--- src/rtl/ff_ctrl.sv ---
// FIFO controller driving an external single-port RAM: push/pop handshake, pointers, occupancy.
// Optional round-robin push/pop arbitration when FF_CTRL_RR_ARB_EN is defined (default: pop wins).
module ff_ctrl #(
   parameter int unsigned DATA_WIDTH = 8,
   parameter int unsigned ADDR_WIDTH = 3,
   parameter int unsigned DEPTH      = 1 << ADDR_WIDTH
) (
   input  logic                  clk,
   input  logic                  rst,
   input  logic                  push,
   input  logic [DATA_WIDTH-1:0] push_data,
   output logic                  push_ready,
   input  logic                  pop,
   output logic                  pop_ready,
   output logic [DATA_WIDTH-1:0] pop_data,
   output logic                  pop_valid,
   output logic                  full,
   output logic                  empty,
   output logic [ADDR_WIDTH:0]   count,
   output logic                  ram_cs,
   output logic                  ram_rws,
   output logic [ADDR_WIDTH-1:0] ram_wptr,
   output logic [ADDR_WIDTH-1:0] ram_rptr,
   output logic [DATA_WIDTH-1:0] ram_data_in,
   input  logic [DATA_WIDTH-1:0] ram_data_out
);

   localparam int unsigned CW = ADDR_WIDTH + 1;

   typedef enum logic [1:0] {
      ST_IDLE  = 2'd0,
      ST_WRITE = 2'd1,
      ST_READ  = 2'd2
   } state_t;

   state_t                r_state;
   logic [ADDR_WIDTH-1:0] r_wptr;
   logic [ADDR_WIDTH-1:0] r_rptr;
   logic [CW-1:0]         r_count;
   logic                  r_ram_cs;
   logic                  r_ram_rws;
   logic [ADDR_WIDTH-1:0] r_ram_wptr;
   logic [ADDR_WIDTH-1:0] r_ram_rptr;
   logic [DATA_WIDTH-1:0] r_ram_data_in;
   logic [DATA_WIDTH-1:0] r_pop_data;
   logic                  r_pop_valid;

   logic                  w_idle;
   logic                  w_full;
   logic                  w_empty;
   logic                  w_push_ok;
   logic                  w_pop_ok;
   logic                  w_push_ready;
   logic                  w_pop_ready;
   logic                  w_push_acc;
   logic                  w_pop_acc;
   logic [ADDR_WIDTH-1:0] w_wptr_nxt;
   logic [ADDR_WIDTH-1:0] w_rptr_nxt;

   assign w_idle    = (r_state == ST_IDLE);
   assign w_full    = (r_count == CW'(DEPTH));
   assign w_empty   = (r_count == CW'(0));
   assign w_push_ok = w_idle && !w_full;
   assign w_pop_ok  = w_idle && !w_empty;

`ifdef FF_CTRL_RR_ARB_EN
   // r_last_pop: 1 = pop won the last contested cycle, so push wins the next one
   logic r_last_pop;

   assign w_push_ready = w_push_ok && !(pop && w_pop_ok && !r_last_pop);
   assign w_pop_ready  = w_pop_ok && !(push && w_push_ok && r_last_pop);

   always_ff @(posedge clk) begin
      if (rst) begin
         r_last_pop <= 1'b1;
      end else if (push && pop && w_push_ok && w_pop_ok) begin
         r_last_pop <= !r_last_pop;
      end
   end
`else
   assign w_push_ready = w_push_ok && !(pop && w_pop_ok);
   assign w_pop_ready  = w_pop_ok;
`endif

   assign w_push_acc = push && w_push_ready;
   assign w_pop_acc  = pop && w_pop_ready;

   // Pointer wrap is explicit so non-power-of-two DEPTH also works
   assign w_wptr_nxt = (r_wptr == ADDR_WIDTH'(DEPTH - 1)) ? '0 : r_wptr + ADDR_WIDTH'(1);
   assign w_rptr_nxt = (r_rptr == ADDR_WIDTH'(DEPTH - 1)) ? '0 : r_rptr + ADDR_WIDTH'(1);

   always_ff @(posedge clk) begin
      if (rst) begin
         r_state       <= ST_IDLE;
         r_wptr        <= '0;
         r_rptr        <= '0;
         r_count       <= '0;
         r_ram_cs      <= 1'b0;
         r_ram_rws     <= 1'b0;
         r_ram_wptr    <= '0;
         r_ram_rptr    <= '0;
         r_ram_data_in <= '0;
         r_pop_data    <= '0;
         r_pop_valid   <= 1'b0;
      end else begin
         r_pop_valid <= 1'b0;
         case (r_state)
            ST_IDLE: begin
               r_ram_cs  <= 1'b0;
               r_ram_rws <= 1'b0;
               if (w_pop_acc) begin
                  r_state    <= ST_READ;
                  r_ram_cs   <= 1'b1;
                  r_ram_rws  <= 1'b0;
                  r_ram_rptr <= r_rptr;
               end else if (w_push_acc) begin
                  r_state       <= ST_WRITE;
                  r_ram_cs      <= 1'b1;
                  r_ram_rws     <= 1'b1;
                  r_ram_wptr    <= r_wptr;
                  r_ram_data_in <= push_data;
               end
            end
            ST_WRITE: begin
               r_state   <= ST_IDLE;
               r_ram_cs  <= 1'b0;
               r_ram_rws <= 1'b0;
               r_wptr    <= w_wptr_nxt;
               r_count   <= r_count + CW'(1);
            end
            ST_READ: begin
               // RAM read word is valid during this cycle; capture it on the way out
               r_state     <= ST_IDLE;
               r_ram_cs    <= 1'b0;
               r_ram_rws   <= 1'b0;
               r_pop_data  <= ram_data_out;
               r_pop_valid <= 1'b1;
               r_rptr      <= w_rptr_nxt;
               r_count     <= r_count - CW'(1);
            end
            default: begin
               r_state   <= ST_IDLE;
               r_ram_cs  <= 1'b0;
               r_ram_rws <= 1'b0;
            end
         endcase
      end
   end

   assign push_ready  = w_push_ready;
   assign pop_ready   = w_pop_ready;
   assign pop_data    = r_pop_data;
   assign pop_valid   = r_pop_valid;
   assign full        = w_full;
   assign empty       = w_empty;
   assign count       = r_count;
   assign ram_cs      = r_ram_cs;
   assign ram_rws     = r_ram_rws;
   assign ram_wptr    = r_ram_wptr;
   assign ram_rptr    = r_ram_rptr;
   assign ram_data_in = r_ram_data_in;

endmodule

--- config.mk ---
export PLATFORM = sky130hd
export DESIGN_NAME = ff_ctrl
export DESIGN_NICKNAME = d
export VERILOG_FILES = /design/src/rtl/ff_ctrl.sv
export SDC_FILE = /design/constraint.sdc
export NUM_CORES = 1
export LEC_CHECK = 0
export CAP_MARGIN = 40
export CORE_MARGIN = 10
export CORE_UTILIZATION = 34
export DETAILED_ROUTE_END_ITERATION = 7
export HOLD_SLACK_MARGIN = 0.15
export PLACE_DENSITY = 0.63
export SYNTH_ARGS = -nofsm -noshare
export SYNTH_HDL_FRONTEND = slang
export SYNTH_SLANG_ARGS = --single-unit
--- constraint.sdc ---
create_clock -name clk -period 2.22 [get_ports clk]
set_clock_uncertainty 0.15 [all_clocks]
set_input_delay 0.555 -clock clk [delete_from_list [all_inputs] [get_ports clk]]
set_output_delay 0.555 -clock clk [all_outputs]
set_load 0.005 [all_outputs]
After elaboration in Yosys (flattened, before gate mapping)
Cells that the tools add are included.

storage, ports and cells
  input bits = 20
  output and inout bits = 33
  logic and storage cells = 47
  register bits = 37

operators by class
  reductions and logical operators = 16
  $add $sub $neg = 4
  bitwise operators = 2
  eq/ne operators = 5
  mux-type cells = 8

operators by type and width
  kind                                                                count
  4-bit case mux with 2 select lines                                  1
  3-bit by 1-bit adder with 3-bit output, second input constant       2
  3-bit == test, second input constant                                2
  3-bit 2-to-1 mux                                                    2
  1-bit logical AND                                                   5
  4-bit by 1-bit adder with 4-bit output, second input constant       1
  4-bit == test, second input constant                                1
  4-bit logical NOT                                                   1
  2-bit 2-to-1 mux                                                    2
  2-bit nonzero test                                                  2
  4-bit by 1-bit subtractor with 4-bit output, second input constant  1
  1-bit logical NOT                                                   3
  1-bit 2-to-1 mux                                                    3
  3-bit AND reduction                                                 1
  3-bit OR reduction                                                  1
  2-bit by 1-bit == test with 1-bit output, second input constant     1
  2-bit == test, second input constant                                1
  2-bit logical NOT                                                   1
  1-bit inverter                                                      2
  2-bit AND reduction                                                 1
  2-bit OR reduction                                                  1

Depth between registers and ports, before layout
Gate-level depths: netlist of run 1.

  depth in word-level cells = 9
  gate-level depth with buffers = 8
  depth with buffers taken out = 8

Worst setup path after synthesis of run 1
OpenSTA, ideal clock, no wires.

  path kind = flip-flop to flip-flop
  from = reg r_state[0]
  to = reg r_count[2] (netlist: count[2])
  period minus slack after synthesis = 1,808 ps
  slack = 412 ps
  arrival time = 1,542 ps
  library setup time = 116 ps
  buffers on the path = 0
  cell stages (with the launch flop) = 9
  data required time = 1,954 ps
  path through = dfxtp_1 inv_1 ha_1 xor2_1 ha_1 a21oi_1 xnor2_1 a21oi_1 a31o_2

on the way
  longest elaborated chain between the ends = 2
  elaborated cells on any way between the ends = 4
  classes of those cells = 2 x eq/ne; 1 x mux; 1 x reduce/logical

ends and longest elaborated chain
  what                                                                              line  source
  start: declaration                                                                36    state_t r_state;
  start signal: assignment                                                          94    r_state <= ST_IDLE;
  start signal: assignment                                                          112   r_state <= ST_READ;
  start signal: assignment                                                          117   r_state <= ST_WRITE;
  2-bit == test / 2-bit by 1-bit == test with 1-bit output (equally long branches)  107   case (r_state)
  4-bit case mux with 2 select lines / 2-bit nonzero test (equally long branches)   -
  end signal: assignment                                                            129   r_count <= r_count + CW'(1);
  end signal: assignment                                                            139   r_count <= r_count - CW'(1);
  end: declaration                                                                  39    logic [CW-1:0] r_count;

Several ways; a longest one is shown, not always the timed one.
A chain may end at the register's enable or synchronous reset.

Final worst setup path of run 1
  from = in pop
  to = out push_ready

on the way
  longest elaborated chain between the ends = 3

ends and longest elaborated chain
  what                line  source
  start: declaration  13    input logic pop,
  1-bit logical AND   81    assign w_push_ready = w_push_ok && !(pop && w_pop_ok);
  1-bit logical NOT   81
  1-bit logical AND   81
  end: declaration    12    output logic push_ready,

No other way between the ends.

==> results of run 1 <==
-- worst max-delay path, cell delays in order --
cell and delay [ns]:
clkdlybuf4s50_1 0.43, o31a_1 0.13, nor3b_1 0.17, buf_2 0.15
-- power breakdown --
group / switching, mW / internal, mW / total [mW]
registers: 0.0741 / 0.756 / 0.830
logic: 0.346 / 0.423 / 0.769
clock network: 0.237 / 0.252 / 0.488
-- worst paths after layout --
check | startpoint | to | slack (ns) | cells after the start
worst min-delay path | ram_data_in[6]$_SDFFE_PP0P_ | ram_data_in[6]$_SDFFE_PP0P_ | 0.30 | 2
worst max register to register | r_state[0]$_SDFFE_PP0P_ | count[2]$_SDFFE_PP0P_ | 0.24 | 8
worst max-delay path | pop | push_ready | 0.09 | 4
worst min register to register | ram_data_in[6]$_SDFFE_PP0P_ | ram_data_in[6]$_SDFFE_PP0P_ | 0.30 | 2
-- routing by layer --
metal | global-route usage (%) | vias up
li1 | - | 679
met1 | 11.02 | 596
met2 | 15.41 | 46
met3 | 5.850 | 4
met4 | 3.524 | 0
met5 | 0 | -
-- stage by stage --
stage	instances	area, um^2	hold WS, ns	utilization (%)
6_report	279	2308	0.3027	51.94
5_1_grt	279	2308	0.3273	51.94
4_1_cts	279	2308	0.3066	51.94
3_5_place_dp	270	2192	0.2965	49.32
3_3_place_gp	270	2192	0.2912	49.32
2_1_floorplan	165	1582	0.2985	-
-- placed cells by master, fill, tap and decap left out, drive strengths merged, types with 3 or more instances in the layout --
cell type and n:
dfxtp 37, a21oi 18, nor2 22, clkdlybuf4s50 48, ha 9, nand2b 4
nand2 23, clkbuf 6, dlygate4sd2 3, mux2i 16, buf 13, nand3b 3
-- area by class of cell --
class / count / area (um^2) / share of cell area (%)
multi-input combinational: 116 / 790.8 / 34.25
tap: 52 / 65.06 / 2.818
inverter: 2 / 7.507 / 0.3252
sequential: 37 / 747.0 / 32.36
clock buffer: 6 / 82.58 / 3.577
timing repair buffer: 64 / 601.8 / 26.07
clock inverter: 2 / 13.76 / 0.5962
-- sequential cells by signal (all words and copies together), names as in the netlist --
signal       flops
ram_data_in      8
count            4
ram_wptr         3
ram_cs           1
ram_rptr         3
pop_data         8
r_wptr           3
pop_valid        1
ram_rws          1
r_state          2
r_rptr           3
-- what timing repair did --
action | in CTS | in global routing
buffers inserted | 1 | 0
endpoints found under the setup margin | 4 | 0
resized for setup | 13 | 0
-- kinds of logic after synthesis --
family	after synthesis	synth area share (%)
xor gates and xnor gates	3	1.662
DFF	37	46.84
buffers and inverters	12	4.114
and+or+nand+nor	64	21.52
muxes	16	10.13
adders and majority gates	9	7.120
AOI/OAI and AO/OA	24	8.624
==> results.txt, run 1 <==
status - complete, no violations
post-synthesis cell count - 165
Yosys top cell area share - 46.84%
flops & latches, synth - 37
first-pass GRT wire length - 6175 um
vias in the first global route - 1388
# IOs - 53
Setup crit start kind - primary input
Post-Syn Area per Cell - 9.585 um^2
setup_tns - 0 ns
Seq/Total Area, Yosys - 46.84%
share of layout cells above drive strength 1 - 14.98%
H-tree depth - 2
worst rel slew slack - 80.02%
antenna violations before repair - 0
clk slew on worst S/H paths - 0.07 ns
# DRC - 0
post-synth top area cell - dfxtp_1
DR pass1 iterations - 4
Post-Syn Area - 1582 um^2
final layout net count - 255
Ys Warns - 0
die width - 88.20 um
post-synthesis net count - 194
FILL cells - 442
setup violators final - 0
top-count cell post-synth - dfxtp_1
total CTS buffers - 5
GRT Util Overall - 9.913%
routed len/inst - 13.36 um
PortBufs - 52
final setup margin - 0.08679 ns
largest net degree at the start of global routing - 16
Clock Tree Buf Depth - 2
First DRT Iteration DRCs - 50
Main synth FF type - dfxtp_1
gpl congestion - 0.7504
most frequent cells after synthesis - 37 x dfxtp_1, 22 x nand2_1, 21 x nor2_1
met3 routed WL - 462 um
DPL Wire Length - 2724 um
RSZ-0062 raised after global routing - no
DR vias - 1325
area added between synthesis and finish - 45.96%
CP max FO - 2
Routed WL - 3727 um
Peak VDD IR - 0.4137 mV
post-synthesis cell type count - 35
antenna cells - 0
number of synthesized flops with an enable pin - 0
Crit Path Class - in -> out
max_cap viols - 0
worst skew pair latency - 0.28 ns
Starting Density - 35.59%
final period utilization - 96.09%
routed wl met2 - 1581 um
synth top area cells - dfxtp_1 47%, mux2i_1 10%, ha_1 7.1%
hold buffers post-CTS - 0
actual slew at the worst max-slew pin - 0.2987 ns
ys async rst share - 0%
WL met1 - 1650 um
Antenna Nets Post-Route - 0
Core Footprint - 4444 um^2
DP Worst Slack - -0.3070 ns
Final Hold Vio Count - 0
fmax - 0.4688 GHz
Die Area - 7779 um^2
P_leak - 0.9198 nW
Power Density - 904.3 nW/um^2
Slew Limit Fails - 0
Clock Sinks - 37
root cell of the clock tree - clkbuf_8
top sig layer - met4
WP data required - 1.51 ns
fin crit period - 2.133 ns
CP Data Arrival Time - 1.43 ns
HP Class - reg -> reg
drt via density - 4.749
# rows - 24
Crit. End Element - primary output
grt ovf - 0
Die Y-Extent - 88.20 um
Pwr Total - 2.088 mW
CTS tree - done
Note: power is estimated with default switching activity, not from simulation.
==> inputs of run 2 (changes only) <==
==> constraint.sdc (replaced) <==
create_clock -name clk -period 2.2 [get_ports clk]
set_clock_uncertainty 0.15 [all_clocks]
set_input_delay 0.55 -clock clk [delete_from_list [all_inputs] [get_ports clk]]
set_output_delay 0.55 -clock clk [all_outputs]
set_load 0.005 [all_outputs]
==> run 2 against run 1 <==
Compared with the run above:
- setup slack worse by 0.0010 ns
- design area grew 0.87%
- clock power is 15% higher
- wire length decreased by 1.2%
- die area stayed put
- critical path depth fell by 1
- count of clock-buffer cells in the layout decreased by 1
- register-to-register slack better by 0.07 ns
- worst hold slack is essentially flat
- sequential power increased by 1%
==> results.txt, run 2 (synthesis results as in run 1) <==
final period utilization - 96.10%
crit path cell chain - nor4_4, and2b_1, dlygate4sd2_1
grt ovf - 0
DPL Wire Length - 2729 um
Antenna Nets Post-Route - 0
max_cap viols - 0
Clock Tree Buf Depth - 2
Register Area - 747.0 um^2
WP data required - 1.50 ns
Crit Path Class - reg -> out
worst rel slew slack - 82.33%
vias in the first global route - 1311
P_leak - 0.9308 nW
FILL cells - 430
Die Area - 7779 um^2
Slew Limit Fails - 0
RSZ-0062 raised after global routing - no
status - complete, no violations
die width - 88.20 um
area added between synthesis and finish - 47.23%
fmax - 0.4730 GHz
most common cell after layout, fill and taps aside - clkdlybuf4s50_1
final layout net count - 256
clk slew on worst S/H paths - 0.07 ns
slowest cell on the critical path - dfxtp_4
Starting Density - 35.59%
CTS tree - done
Clock Sinks - 37
Crit path largest cell delay - 0.37 ns
Final Hold Vio Count - 0
routed len/inst - 13.20 um
First DRT Iteration DRCs - 43
Routed WL - 3684 um
gpl congestion - 0.7406
first-pass GRT wire length - 6037 um
DR pass1 iterations - 4
Power Density - 940.2 nW/um^2
# rows - 24
total CTS buffers - 5
setup_tns - 0 ns
PortBufs - 52
GRT Util Overall - 9.768%
root cell of the clock tree - clkbuf_8
Critical path buffers and inverters - 1
drt via density - 4.624
most frequent cells in the layout - 48 x clkdlybuf4s50_1, 34 x dfxtp_1, 22 x nand2_1
hold_ws - 0.3023 ns
antenna cells - 0
cell family with most CP delay - simple AND/OR/NAND/NOR gates
Crit. End Element - primary output
CP max FO - 4
largest net degree at the start of global routing - 16
Peak VDD IR - 0.4007 mV
Core Footprint - 4444 um^2
worst skew pair latency - 0.28 ns
HP Class - reg -> reg
fin crit period - 2.114 ns
# IOs - 53
DR vias - 1290
hold buffers post-CTS - 0
Die Y-Extent - 88.20 um
final setup margin - 0.08575 ns
setup violators final - 0
DP Worst Slack - -0.3217 ns
antenna violations before repair - 0
CP Data Arrival Time - 1.41 ns
# DRC - 0
Post-Layout Cell Count - 279
H-tree depth - 2
placed insts - 271
Setup crit start kind - register
Multi-input gate area - 795.8 um^2
Pwr Total - 2.189 mW
actual slew at the worst max-slew pin - 0.2642 ns
share of layout cells above drive strength 1 - 15.42%
==> run 2: changes by cell type in the layout (fill, tap and decap cells not counted) <==
cell       before  now
nor3b_2         0    1
nor3b_1         1    0
clkinv_4        1    0
buf_4          12   13
bufinv_16       0    1
clkbuf_8        6    5
==> run 2: layout make-up <==
cell class              count  share of cell area (%)
repair buffers             65                   26.17
well taps                  52                   2.794
clock buffers               5                   2.955
flip-flops and latches     37                   32.08
clock inverters             2                   1.505
inverters                   2                  0.3224
multi-input cells         116                   34.18
==> run 2: what timing repair did <==
| action | CTS | global route |
|---|---|---|
| buffers inserted | 1 | 0 |
| pin swaps | 1 | 0 |
| resized for setup | 12 | 2 |
| endpoints found under the setup margin | 4 | 2 |
==> run 2: stage by stage <==
| stage | area, um^2 | util (%) |
|---|---|---|
| 2_1_floorplan | 1582 | - |
| 3_3_place_gp | 2200 | 49.49 |
| 3_5_place_dp | 2200 | 49.49 |
| 4_1_cts | 2322 | 52.25 |
| 5_1_grt | 2328 | 52.39 |
| 6_report | 2328 | 52.39 |
==> run 2: final timing paths <==
kind	from	endpoint	slack, ns	cells past startpoint
max	count[0]$_SDFFE_PP0P_	pop_ready	0.09	3
min	ram_data_in[6]$_SDFFE_PP0P_	ram_data_in[6]$_SDFFE_PP0P_	0.30	2
max reg2reg	r_state[0]$_SDFFE_PP0P_	count[2]$_SDFFE_PP0P_	0.31	8
min reg2reg	ram_data_in[6]$_SDFFE_PP0P_	ram_data_in[6]$_SDFFE_PP0P_	0.30	2
==> run 2: worst min-delay path, cell delays in order (launching register included) <==
cell     delay (ns)
dfxtp_1        0.31
nand2_1        0.05
a21oi_1        0.05
==> run 2: layer usage <==
metal / up-vias / track usage (%) / wire length (um)
met1: 569 / 10.72 / 1591
met2: 40 / 15.07 / 1590
met5: - / 0 / 0
met3: 6 / 5.850 / 452
met4: 0 / 3.965 / 48
li1: 675 / - / -
==> run 2: power by group <==
group / leakage [nW] / internal, mW / total, mW / switching, mW
Combinational: 0.575 / 0.441 / 0.790 / 0.348
Sequential: 0.302 / 0.768 / 0.840 / 0.0725
Clock: 0.0540 / 0.329 / 0.559 / 0.230
==> inputs of run 3 (changes only) <==
--- a/config.mk
+++ b/config.mk
@@ -5,12 +5,13 @@
 export SDC_FILE = /design/constraint.sdc
 export NUM_CORES = 1
 export LEC_CHECK = 0
+export ABC_AREA = 1
 export CAP_MARGIN = 40
 export CORE_MARGIN = 10
 export CORE_UTILIZATION = 34
 export DETAILED_ROUTE_END_ITERATION = 7
 export HOLD_SLACK_MARGIN = 0.15
-export PLACE_DENSITY = 0.63
+export PLACE_DENSITY = 0.61
 export SYNTH_ARGS = -nofsm -noshare
 export SYNTH_HDL_FRONTEND = slang
 export SYNTH_SLANG_ARGS = --single-unit
==> run 3 against run 2 <==
Compared with the run above:
- die area up 9.0%
- sequential power increased by 19%
- first-iteration DRC count grew 9.3%
- combinational power is 130% higher
- total power increased by 48%
- synthesized cell count rose by 46%
- largest cell class unchanged
- via count up 25%
==> results.txt, run 3 <==
Crit. End Element - primary output
# IOs - 53
die width - 92.09 um
DPL Wire Length - 3250 um
Internal - 1.996 mW
most frequent cells in the layout - 47 x clkdlybuf4s50_1, 43 x inv_1, 37 x dfxtp_1
placed inst area - 2451 um^2
post-synth top area cell - dfxtp_1
status - complete, no violations
CP max FO - 4
Sw Share - 38.60%
H-tree depth - 2
gpl congestion - 0.8138
top-count cell post-synth - inv_1
antenna violations before repair - 0
Antenna Nets Post-Route - 0
P_leak - 1.199 nW
Setup Fix Bufs, Post-CTS - 0
Die Area - 8480 um^2
ys async rst share - 0%
vias in the first global route - 1517
Die Y-Extent - 92.09 um
Clock power frac - 14.4%
Comb pwr share - 54.8%
CP Data Arrival Time - 1.37 ns
number of synthesized flops with an enable pin - 0
post-synthesis cell type count - 24
root cell of the clock tree - clkbuf_8
drt via density - 4.268
Setup crit start kind - register
worst skew pair latency - 0.28 ns
CTS tree - done
Post-Syn Area per Cell - 7.331 um^2
share of layout cells above drive strength 1 - 14.66%
first-pass GRT wire length - 7182 um
GRT Util Overall - 10.22%
Starting Density - 34.81%
Power Density - 1282 nW/um^2
fmax - 0.4842 GHz
post-synthesis cell count - 241
Slew Limit Fails - 0
Sw Pwr - 1.255 mW
Peak VDD IR - 0.6425 mV
DR pass1 iterations - 4
WP data required - 1.50 ns
actual slew at the worst max-slew pin - 0.2918 ns
worst rel slew slack - 80.43%
clk slew on worst S/H paths - 0.07 ns
design area - 2535 um^2
DR vias - 1609
Crit Path Class - reg -> out
total CTS buffers - 5
area added between synthesis and finish - 43.48%
# DRC - 0
max_cap viols - 0
Ys Warns - 0
# rows - 26
RSZ-0062 raised after global routing - no
Clock Sinks - 37
Post-Syn Area - 1767 um^2
Core Footprint - 5075 um^2
Reg power frac - 30.9%
post-synthesis net count - 270
synth top area cells - dfxtp_1 42%, inv_1 9.3%, nor2_1 7.9%
antenna cells - 0
largest net degree at the start of global routing - 23
Yosys top cell area share - 41.93%
final period utilization - 93.88%
most frequent cells after synthesis - 44 x inv_1, 37 x dfxtp_1, 37 x nor2_1
most common cell after layout, fill and taps aside - clkdlybuf4s50_1
HP Class - reg -> reg
Clock Tree Buf Depth - 2
routed len/inst - 11.30 um
post-layout util - 49.95%
Final Hold Vio Count - 0
Seq/Total Area, Yosys - 41.93%
First DRT Iteration DRCs - 47
Routed WL - 4261 um
final layout net count - 336
grt ovf - 0
flops & latches, synth - 37
PortBufs - 52
Pwr Total - 3.251 mW
fin crit period - 2.065 ns
setup violators final - 0
Main synth FF type - dfxtp_1
==> run 3: cell types whose count changed in the layout (fill, tap and decap cells not counted), sizes merged, moves of 2 or more <==
cell | previous run | this run
mux2i | 16 | 0
inv | 2 | 51
nand3 | 1 | 10
nor2 | 22 | 40
nand2 | 23 | 40
clkbuf | 5 | 8
nand2b | 4 | 0
o21ai | 2 | 13
nand3b | 3 | 0
buf | 14 | 16
a21oi | 18 | 12
nand4 | 0 | 11
nor2b | 2 | 0
==> run 3: worst paths after layout <==
path                                 start                  endpoint  slack (ns)  cells past startpoint
setup / recovery     count[3]$_SDFFE_PP0P_                  count[3]        0.13                      2
hold / removal    ram_rptr[2]$_SDFFE_PP0P_  ram_rptr[2]$_SDFFE_PP0P_        0.32                      2
setup reg to reg   r_state[0]$_SDFFE_PP0P_     count[2]$_SDFFE_PP0P_        0.37                     11
hold reg to reg   ram_rptr[2]$_SDFFE_PP0P_  ram_rptr[2]$_SDFFE_PP0P_        0.32                      2
==> run 3: layout make-up <==
cell class	instances	area, um^2
Tap cell	70	87.58
Inverter	52	195.2
Fill cell	526	2540
Sequential cell	37	740.7
Clock buffer	7	86.33
Timing Repair Buffer	68	630.6
Multi-Input combinational cell	143	794.5
==> run 3: timing repair <==
item,CTS,global route
setup endpoints to repair,3,1
resized for setup,8,2
pin swaps,0,0
hold buffers,0,0
==> run 3: power groups by stage <==
stage,logic [mW],registers (mW),clock network (mW)
global placement,1.81,1.01,0
global route,2.02,1.03,0.514
floorplan,0.976,1.04,0
finish,1.78,1.00,0.467
detailed placement,1.83,1.02,0
CTS,1.82,1.01,0.485
==> run 3: cells by family after synthesis <==
kind of cell	count (synthesis)	share of synthesized area (%)
flip-flops	37	41.93
XOR/XNOR	3	1.488
AO/OA/AOI/OAI	28	9.136
AND/OR/NAND/NOR	103	27.55
buffers and inverters	61	13.53
adder cells (fa/ha/maj)	9	6.374
==> run 3: stage by stage <==
step | cells | hold slack, ns | TNS (ns) | worst slack (ns)
after floorplan | 241 | 0.3023 | 0 | 0.2822
after global placement | 370 | 0.3016 | -0.2787 | -0.2787
after detailed placement | 370 | 0.3093 | -0.2824 | -0.2824
after CTS | 377 | 0.3192 | 0 | 0.002700
after global routing | 377 | 0.3507 | 0 | 0.06531
final | 377 | 0.3162 | 0 | 0.1345
==> run 3: critical path, stage by stage (launching register included) <==
cell,delay [ns]
dfxtp_1,0.42
buf_4,0.15
clkdlybuf4s50_1,0.51
==> run 3: routing by layer <==
metal / vias up / global-route usage (%) / part of all wire, %
li1: 869 / - / -
met1: 692 / 12.54 / 48
met2: 43 / 15.71 / 44
met3: 5 / 4.319 / 6.5
met4: 0 / 3.470 / 1.2
met5: - / 0 / 0
